**config.mk**
```make
export PLATFORM = sky130hd
export DESIGN_NAME = controlador_de_interrupcao
export DESIGN_NICKNAME = d
export VERILOG_FILES = /design/src/rtl/controlador_de_interrupcao.sv
export SDC_FILE = /design/constraint.sdc
export NUM_CORES = 1
export LEC_CHECK = 0
export ABC_CLOCK_PERIOD_IN_PS = 1430
export CAP_MARGIN = 20
export CORE_MARGIN = 3
export CORE_UTILIZATION = 41
export DETAILED_ROUTE_END_ITERATION = 8
export MAX_ROUTING_LAYER = met4
export PLACE_DENSITY = 0.76
export SLEW_MARGIN = 20
export SYNTH_ARGS = -nofsm -noshare
export SYNTH_HDL_FRONTEND = slang
export SYNTH_SLANG_ARGS = --single-unit
```
**constraint.sdc**
```tcl
create_clock -name i_clk -period 1.43 [get_ports i_clk]
set_input_delay 0.429 -clock i_clk [delete_from_list [all_inputs] [get_ports i_clk]]
set_output_delay 0.429 -clock i_clk [all_outputs]
set_load 0.01 [all_outputs]
```
**src/rtl/controlador_de_interrupcao.sv**
```systemverilog
// Single-level interrupt controller: edge-latched requests, mask, fixed priority
// (lowest index wins) and the irq/inta/service/restore handshake with the PC.
module controlador_de_interrupcao #(
  parameter int unsigned NUM_IRQ = 4,
  parameter int unsigned CAUSE_W = 2
) (
  input  logic               i_clk,
  input  logic               i_rst_n,
  input  logic [NUM_IRQ-1:0] i_irq_req,
  input  logic               i_int_enable,
  input  logic               i_mask_we,
  input  logic [NUM_IRQ-1:0] i_mask_in,
  input  logic               i_instr_boundary,
  input  logic               i_reti,
  output logic               o_irq,
  output logic               o_inta,
  output logic [CAUSE_W-1:0] o_cause,
  output logic               o_in_service,
  output logic               o_restore,
  output logic [NUM_IRQ-1:0] o_pending,
  output logic [NUM_IRQ-1:0] o_mask
);

  localparam logic [2:0] S_IDLE    = 3'd0;
  localparam logic [2:0] S_PEND    = 3'd1;
  localparam logic [2:0] S_ACK     = 3'd2;
  localparam logic [2:0] S_SERVICE = 3'd3;
  localparam logic [2:0] S_RET     = 3'd4;

  logic [2:0]         r_state;
  logic [2:0]         w_state_next;
  logic [NUM_IRQ-1:0] r_pending;
  logic [NUM_IRQ-1:0] r_mask;
  logic [NUM_IRQ-1:0] r_irq_req_q;
  logic [NUM_IRQ-1:0] w_set;
  logic [NUM_IRQ-1:0] w_clr;
  logic [NUM_IRQ-1:0] w_eligible;
  logic [CAUSE_W-1:0] r_cause;
  logic [CAUSE_W-1:0] w_prio;
  logic               w_take;

  assign w_set      = i_irq_req & ~r_irq_req_q;
  assign w_eligible = i_int_enable ? (r_pending & r_mask) : '0;
  assign w_take     = (r_state == S_PEND) && (w_eligible != '0) && i_instr_boundary;

  // Scan downwards so the lowest eligible index is the last one written.
  always_comb begin
    w_prio = '0;
    for (int i = NUM_IRQ - 1; i >= 0; i--) begin
      if (w_eligible[i]) w_prio = CAUSE_W'(i);
    end
  end

  always_comb begin
    w_clr = '0;
    if (r_state == S_ACK) w_clr[r_cause] = 1'b1;
  end

  always_comb begin
    w_state_next = r_state;
    case (r_state)
      S_IDLE:    if (w_eligible != '0) w_state_next = S_PEND;
      S_PEND: begin
        if (w_eligible == '0)      w_state_next = S_IDLE;
        else if (i_instr_boundary) w_state_next = S_ACK;
      end
      S_ACK:     w_state_next = S_SERVICE;
      S_SERVICE: if (i_reti) w_state_next = S_RET;
      S_RET:     w_state_next = S_IDLE;
      default:   w_state_next = S_IDLE;
    endcase
  end

  always_ff @(posedge i_clk or negedge i_rst_n) begin
    if (!i_rst_n) begin
      r_state     <= S_IDLE;
      r_pending   <= '0;
      r_mask      <= '0;
      r_irq_req_q <= '0;
      r_cause     <= '0;
    end else begin
      r_state     <= w_state_next;
      r_irq_req_q <= i_irq_req;
      // A fresh edge on the line being acknowledged survives the clear.
      r_pending   <= (r_pending & ~w_clr) | w_set;
      if (i_mask_we) r_mask <= i_mask_in;
      if (w_take) r_cause <= w_prio;
    end
  end

  assign o_irq        = (r_state == S_PEND);
  assign o_inta       = (r_state == S_ACK);
  assign o_in_service = (r_state == S_SERVICE);
  assign o_restore    = (r_state == S_RET);
  assign o_cause      = r_cause;
  assign o_pending    = r_pending;
  assign o_mask       = r_mask;

endmodule
```
# [Word level (Yosys, flattened, before mapping)]
# Index checks and enable logic that the tools add are counted.
[totals] inputBits=14 regBits=17 wordCells=40 output_inout_bits=14
[op_classes] n_eq_ne=7 mux=13 n_reduce_logical=7 bitwise=6 order_cmp=2
[ops] operator="4-bit bitwise AND" count=3
[ops] operator="3-bit 2-to-1 mux" count=4
[ops] operator="3-bit case mux with 4 select lines" count=1
[ops] operator="2-bit 2-to-1 mux" count=4
[ops] operator="4-bit 2-to-1 mux" count=2
[ops] operator="4-bit inverter" count=2
[ops] operator="3-bit by 2-bit == test with 1-bit output (second input constant)" count=2
[ops] operator="4-bit zero test" count=1
[ops] operator="2-bit != test (second input constant)" count=2
[ops] operator="4-bit OR" count=1
[ops] operator="4-bit nonzero test" count=1
[ops] operator="3-bit by 1-bit == test with 1-bit output (second input constant)" count=1
[ops] operator="3-bit == test (second input constant)" count=1
[ops] operator="1-bit logical AND" count=3
[ops] operator="3-bit zero test" count=1
[ops] operator="2-bit by 3-bit less-than comparator with 1-bit output (second input constant)" count=1
[ops] operator="3-bit by 2-bit != test with 1-bit output (second input constant)" count=1
[ops] operator="3-bit AND reduction" count=1
[ops] operator="1-bit demux with 2-bit select" count=1
[ops] operator="2-bit by 1-bit >= comparator with 1-bit output (second input constant)" count=1
[ops] operator="1-bit 2-to-1 mux" count=1

# [Longest topological paths before layout]
# Gate-level depths: netlist of the first run.
[logic_depth] ltp_word=8 depth_mapped=4

# [Worst setup path after synthesis of the first run]
# Ideal clock, no wire load.
[synth_path] path_type="register -> register" from="reg r_state[1]" to="reg r_cause[0], in the netlist o_cause[0]" stages_incl_launch_ff=5 n_path_buf=0 setup_ps=125 path_slack_ps=70 synth_period_minus_slack_ps=1360 arrival_ps=1235 path_cell_list="dfrtp_1 -> nor3b_4 -> and3_4 -> nand2_2 -> mux2_4"
[synth_via] elab_chain_cells=3
[synth_rtl] item="from (decl)" line="30" source="logic [2:0] r_state;"
[synth_rtl] item="from (signal assigned)" line="82" source="r_state <= w_state_next;"
[synth_rtl] item="3-bit by 1-bit == test with 1-bit output"
[synth_rtl] item="via o_irq" line="15" source="output logic o_irq,"
[synth_rtl] item="1-bit logical AND (2 in series)" line="44" source="assign w_take = (r_state == S_PEND) && (w_eligible != '0) && i_instr_boundary;"
[synth_rtl] item="to (signal assigned)" line="87" source="if (w_take) r_cause <= w_prio;"
[synth_rtl] item="to (decl)" line="38" source="logic [CAUSE_W-1:0] r_cause;"
# The timed path passes the listed nets, and every way through them passes these cells.
# A chain may end at the register's enable or synchronous reset.

# [Final worst setup path of the first run]
[layout_path] from="reg r_state[2]" to="out o_irq"
[layout_via] elab_chain_cells=1
[layout_rtl] item="3-bit by 1-bit == test with 1-bit output" line="91" source="assign o_irq = (r_state == S_PEND);"
[layout_rtl] item="to (decl)" line="15"
# No other way between the ends.

==> metrics.md, run 1 <==
| Metric | Value |
|---|---|
| Run status | `finished with violations` |
| Violated checks | `negative setup slack` |
| Core outline area | `1580 um^2` |
| Leakage Power | `0.604 nW` |
| Area share of the largest cell type after synthesis | `59.3%` |
| IR Drop Worst-Case VDD | `0.938 mV` |
| Clock transition at path regs | `0.09 ns` |
| Share of the core filled with cells in the final layout | `81.0%` |
| Post-Syn Nets | `76` |
| Count of buffers from port buffering | `27` |
| Clock Sinks | `17` |
| Type of the tightest min-delay check | `flop to flop` |
| Final GP Congestion | `0.749` |
| Mapped Cells | `62` |
| Largest net degree at the start of global routing | `18` |
| Layout overhead on the synthesized area | `78.0%` |
| Max-cap violations | `0` |
| Worst EP required | `1.00 ns` |
| Synth warnings | `0` |
| Max transition margin | `85.1%` |
| Num rows | `14` |
| Final count of pins violating max slew | `0` |
| Top flip-flop cell by instance count after synthesis | `dfrtp_1` |
| Synth area leaders | `dfrtp_1 59%, mux2_2 7.9%, o21ai_0 5.6%` |
| DR WL/cell | `14.9 um` |
| X dimension of the die | `47.8 um` |
| Count of antenna-violating nets left after detailed routing | `0` |
| Final #Nets | `133` |
| Ratio of routed vias to standard cells | `5.25` |
| Maximum level of the CTS H-tree | `1` |
| Setup TNS | `-0.787 ns` |
| TritonCTS clock tree | `done` |
| Number of buffers inserted during clock tree synthesis | `3` |
| I/O pin count | `28` |
| Setup violations, final | `6` |
| Post-Syn Area | `717 um^2` |
| Via count of the first global-routing pass | `678` |
| Share of synthesized flip-flops with an asynchronous set or reset | `100%` |
| Crit Path Class | `flop to output pin` |
| Setup repair after global routing missed its margin | `true` |
| Length of the first detailed-routing pass in iterations | `4` |
| Die Footprint | `2290 um^2` |
| Total power divided by cell area | `1560 nW/um^2` |
| Maximum root-to-sink buffer count | `2` |
| Worst skew pair latency | `0.29 ns` |
| Hold violation total from the final report | `0` |
| N_diodes | `0` |
| Overall via count from detail_route | `704` |
| Die height | `47.8 um` |
| Critical path startpoint category | `flop` |
| Worst Path Arrival | `1.19 ns` |
| Top cells by instance count after synthesis | `17 x dfrtp_1, 9 x nand2_1, 8 x o21ai_0, 5 x inv_1, 5 x mux2_2` |
| Initial cell density of the core | `45.5%` |
| Share of final-layout standard cells stronger than drive strength 1 | `44.1%` |
| Shortest clock period the worst path allows after layout | `1.62 ns` |
| Number of unique standard cell types used by synthesis | `19` |
| Largest driver fanout on the critical path | `5` |
| Overflow left after global routing | `0` |
| CTS Hold Bufs | `0` |
| Post-synthesis sequential area ratio | `59.3%` |
| Clock Skew | `0.00196 ns` |
| Total Routing Usage GR | `19.7%` |
| Initial DRC count | `8` |
| Remaining routing DRC violations | `0` |
| Library cell occupying the most area in the post-synthesis netlist | `dfrtp_1` |
| Type of destination of the critical path | `output pin` |
| Fin crit share | `114%` |
| Final worst slack | `-0.193 ns` |
| Final wirelength | `1.99 mm` |
| HPWL after DPL | `1.35 mm` |
| Mean post-synth cell area | `11.6 um^2` |
| Initial antenna violation count | `0` |
| Highest Clock Rate | `616 MHz` |
| Number of storage elements in the synthesis netlist | `17` |
| Wire length of the first global-routing pass | `2.96 mm` |
| Clock Root Buffer | `clkbuf_4` |
| Most frequent cell after synthesis | `dfrtp_1` |
| Slew at the pin closest to its max-slew limit | `0.223 ns` |
| Number of flops mapped to enable cells by yosys | `0` |
-- where the power goes --
group	switching, mW	internal [mW]	total [mW]
Clock	0.147	0.108	0.255
Sequential	0.115	0.596	0.710
Combinational	0.405	0.618	1.02
-- sequential cells by signal, summed over array words and instances, names as in the netlist --
register / cells
o_mask: 4
o_pending: 4
r_irq_req_q: 4
r_state: 3
o_cause: 2
-- stage by stage --
| step | cells | cell area (um^2) | setup WS [ns] | hold slack [ns] | power (mW) |
|---|---|---|---|---|---|
| 2_1_floorplan | 62 | 717 | 0.0697 | 0.133 | 1.00 |
| 3_3_place_gp | 117 | 1100 | -0.292 | 0.403 | 1.46 |
| 3_5_place_dp | 117 | 1100 | -0.327 | 0.413 | 1.50 |
| 4_1_cts | 128 | 1180 | -0.169 | 0.427 | 1.81 |
| 5_1_grt | 134 | 1280 | -0.228 | 0.430 | 2.10 |
| 6_report | 134 | 1280 | -0.193 | 0.412 | 1.99 |
-- logic make-up after synthesis --
logic type             share of synthesized area [%]
buffers and inverters                           2.62
AND/OR/NAND/NOR                                 17.5
multiplexers                                    9.95
AO/OA/AOI/OAI                                   10.6
flip-flops                                      59.3
-- worst paths after layout --
path | start | end | slack [ns] | cells past startpoint
max | r_state[2] | o_irq | -0.19 | 2
min | r_irq_req_q[0] | o_pending[0] | 0.41 | 1
max reg2reg | r_state[2] | o_cause[0] | -0.13 | 5
min reg2reg | r_irq_req_q[0] | o_pending[0] | 0.41 | 1
max in group asynchronous | i_rst_n | r_state[0] | 0.77 | 2
min in group asynchronous | i_rst_n | r_state[1] | 0.46 | 2
-- repair_timing --
action / in CTS / in global routing
pin swaps: 1 / 6
gates resized for setup: 36 / 22
setup endpoints to repair: 15 / 14
setup buffers: 7 / 7
-- cells in the final DEF (no fill, tap or decap) --
master,netlist,routed
inv_1,5,5
and2_4,0,1
clkbuf_4,0,3
nand2_2,1,1
a21oi_1,4,3
a21oi_4,0,1
buf_4,0,20
and3_4,1,1
mux2_4,1,2
dfrtp_1,17,14
dfrtp_2,0,3
mux2_2,5,4
a22o_1,1,1
nand3b_1,1,1
and3_2,1,1
clkdlybuf4s50_1,0,13
clkbuf_1,0,1
nand3_1,1,1
nor3b_2,0,1
nand2b_4,0,1
nor2b_4,0,1
nor3b_4,1,2
nand2_1,9,9
o21ai_1,0,7
a211oi_2,0,1
clkdlybuf4s15_1,0,5
buf_2,0,3
dlygate4sd2_1,0,5
buf_6,0,6
o21ai_0,8,1
-- critical path: stages (launching register included) --
cell	delay [ns]
dfrtp_2	0.50
nor3b_4	0.25
buf_2	0.17
-- layout make-up --
cell class                      count  area (um^2)
Clock buffer                        4         26.3
Fill cell                          97          300
Inverter                            5         18.8
Multi-Input combinational cell     40          325
Sequential cell                    17          429
Tap cell                           16         20.0
Timing Repair Buffer               52          457
-- metal layers --
layer  share of wire (%)  GRT usage [%]  up-vias
li1                    -              -      325
met1                  38           22.0      347
met2                  55           34.0       26
met3                 4.2           2.26        6
met4                 2.6           10.2        0
met5                   0              -        -
Note: power is estimated with default switching activity, not from simulation.
==> run 2: changes to the inputs <==
--- a/config.mk
+++ b/config.mk
@@ -10,9 +10,11 @@
 export CORE_MARGIN = 3
 export CORE_UTILIZATION = 41
 export DETAILED_ROUTE_END_ITERATION = 8
+export GPL_ROUTABILITY_DRIVEN = 0
 export MAX_ROUTING_LAYER = met4
 export PLACE_DENSITY = 0.76
 export SLEW_MARGIN = 20
 export SYNTH_ARGS = -nofsm -noshare
 export SYNTH_HDL_FRONTEND = slang
 export SYNTH_SLANG_ARGS = --single-unit
+export TNS_END_PERCENT = 50
==> run 2 against run 1 <==
First-iteration DRC count decreased by 75%. Critical path depth grew 1. Worst hold slack improved by 0.0090 ns. Register-to-register slack improved by 0.06 ns. Via count down 6.0%. Largest power group unchanged. Combinational power is 15% lower. Core utilization shrank 5.0 points. Fmax rose by 1.1%. The run still ends with negative setup slack left. Clock power about the same. Clock skew is 0.00077 ns lower. Largest cell class is now flip-flops and latches. Global-route usage decreased by 0.64 points. Critical endpoint is now o_inta. Die area unchanged.
==> metrics.md, run 2 (synthesized netlist as in run 1, its figures left out) <==
| Metric | Value |
|---|---|
| Clock transition at path regs | `0.09 ns` |
| Length of the first detailed-routing pass in iterations | `4` |
| Largest net degree at the start of global routing | `18` |
| Max transition margin | `85.1%` |
| Leakage Power | `0.567 nW` |
| Setup repair after global routing missed its margin | `true` |
| Launch instance of the worst min-delay path | `r_irq_req_q[0]` |
| Highest Clock Rate | `623 MHz` |
| Clock Sinks | `17` |
| Critical path startpoint category | `flop` |
| Shortest clock period the worst path allows after layout | `1.61 ns` |
| X dimension of the die | `47.8 um` |
| Worst skew pair latency | `0.29 ns` |
| Clock Skew | `0.00119 ns` |
| Share of final-layout standard cells stronger than drive strength 1 | `39.3%` |
| Type of destination of the critical path | `output pin` |
| Overflow left after global routing | `0` |
| DR WL/cell | `14.3 um` |
| Total power | `1.83 mW` |
| Crit Path Class | `flop to output pin` |
| Violated checks | `negative setup slack` |
| DP Cell Count | `117` |
| Final count of pins violating max slew | `0` |
| R2r setup slk | `-0.07 ns` |
| Core outline area | `1580 um^2` |
| Startpoint of the worst register-to-register path | `r_state[2]` |
| Final #Nets | `127` |
| Remaining routing DRC violations | `0` |
| Slew at the pin closest to its max-slew limit | `0.223 ns` |
| Ratio of routed vias to standard cells | `5.17` |
| Die height | `47.8 um` |
| IR Drop Worst-Case VDD | `0.957 mV` |
| Type of the tightest min-delay check | `flop to flop` |
| Maximum level of the CTS H-tree | `1` |
| Via count of the first global-routing pass | `661` |
| Count of buffers from port buffering | `27` |
| Maximum root-to-sink buffer count | `2` |
| Worst Path Arrival | `1.18 ns` |
| Leading cell type in the layout, fill and taps excluded | `buf_4` |
| Fin crit share | `112%` |
| Clock Root Buffer | `clkbuf_4` |
| Initial DRC count | `2` |
| Overall via count from detail_route | `662` |
| Worst EP required | `1.00 ns` |
| Setup violations, final | `6` |
| Num rows | `14` |
| Post-route non-filler standard cell count | `128` |
| TritonCTS clock tree | `done` |
| Count of antenna-violating nets left after detailed routing | `0` |
| Hold violation total from the final report | `0` |
| Initial antenna violation count | `0` |
| Path depth of the worst reg2reg path | `5` |
| Worst hold path stage count | `1` |
| FILL cells | `112` |
| Total Routing Usage GR | `19.1%` |
| Largest driver fanout on the critical path | `4` |
| Final worst slack | `-0.176 ns` |
| Max-cap violations | `0` |
| HPWL after DPL | `1.35 mm` |
| N_diodes | `0` |
| Delay contributed by the slowest stage of the critical path | `0.45 ns` |
| Layout overhead on the synthesized area | `67.0%` |
| Die Footprint | `2290 um^2` |
| Run status | `finished with violations` |
| Most frequent cells in the layout | `17 x buf_4, 14 x dfrtp_1, 13 x clkdlybuf4s50_1` |
| Worst Hold Endpoint | `o_pending[0]` |
| Initial cell density of the core | `45.5%` |
| Reg2Reg Capture Point | `o_cause[0]` |
| I/O pin count | `28` |
| CP cell instances | `buf_6 > nor3b_2 > buf_2` |
| Wire length of the first global-routing pass | `2.88 mm` |
| Number of buffers inserted during clock tree synthesis | `3` |
| Final wirelength | `1.83 mm` |
| Total power divided by cell area | `1530 nW/um^2` |
| Slowest-stage cell, CP | `dfrtp_2` |
-- run 2: changes by cell type in the layout (fill, tap and decap cells not counted), moves of 2 or more --
cell and change:
o21ai_0 +7, o21ai_1 -7, buf_4 -3, buf_6 -3
clkdlybuf4s15_1 +2, dlygate4sd2_1 -2
-- run 2: through the flow --
stage | hold slack [ns] | setup TNS, ns | area, um^2 | setup slack [ns] | utilization (%)
after floorplan | 0.133 | 0 | 717 | 0.0697 | -
after global placement | 0.403 | -1.27 | 1100 | -0.292 | 69.6
after detailed placement | 0.413 | -1.61 | 1100 | -0.327 | 69.6
after CTS | 0.427 | -0.653 | 1160 | -0.169 | 73.7
after global routing | 0.444 | -0.929 | 1200 | -0.230 | 76.0
final | 0.421 | -0.608 | 1200 | -0.176 | 76.0
-- run 2: worst max path at each step --
| stage | slack [ns] | startpoint | cells past startpoint | endpoint |
|---|---|---|---|---|
| after global placement | -0.29 | r_state[1] | 2 | o_inta |
| after floorplan | 0.07 | r_state[1] | 4 | o_cause[0] |
| after detailed placement | -0.33 | r_state[1] | 3 | o_in_service |
| final | -0.18 | r_state[1] | 3 | o_inta |
| after CTS | -0.17 | r_state[1] | 3 | o_inta |
| after global routing | -0.23 | r_state[1] | 3 | o_inta |
-- run 2: layout make-up --
cell class	instances	area [um^2]	share of cell area [%]
Inverter	5	18.8	1.57
Sequential cell	17	429	35.8
Tap cell	16	20.0	1.67
Clock buffer	4	26.3	2.19
Multi-Input combinational cell	40	300	25.1
Timing Repair Buffer	46	403	33.6
-- run 2: metal layers --
layer / track usage (%) / wire, um / up-vias / part of all wire [%]
met2: 31.7 / 952 / 24 / 52
met1: 22.0 / 749 / 320 / 41
met4: 10.8 / 34 / 0 / 1.9
met3: 2.26 / 91 / 4 / 5.0
met5: - / 0 / - / 0
li1: - / - / 314 / -
-- run 2: repair_timing --
item | in CTS | in global routing
resized for setup | 37 | 9
hold buffers | 0 | 0
setup buffers | 5 | 3
setup endpoints to repair | 15 | 12
hold endpoints to repair | 0 | 0
pin swaps | 1 | 2
-- run 2: critical path: cells and delay by family, from the launching register on --
| kind | cells | cell delay (ns) |
|---|---|---|
| buf+inv | 2 | 0.28 |
| flops | 1 | 0.45 |
| simple gates | 1 | 0.17 |
-- run 2: power by group --
part           total [mW]  leakage [nW]  internal, mW  switching [mW]
combinational       0.872         0.362         0.525           0.347
clock               0.253        0.0150         0.108           0.144
sequential          0.710         0.190         0.596           0.114
==> run 3: changes to the inputs <==
--- a/config.mk
+++ b/config.mk
@@ -9,6 +9,7 @@
 export CAP_MARGIN = 20
 export CORE_MARGIN = 3
 export CORE_UTILIZATION = 41
+export CTS_CLUSTER_SIZE = 28
 export DETAILED_ROUTE_END_ITERATION = 8
 export GPL_ROUTABILITY_DRIVEN = 0
 export MAX_ROUTING_LAYER = met4
==> results of run 3 <==
No change in the layout: final DEF, timing and power equal those of run 2.
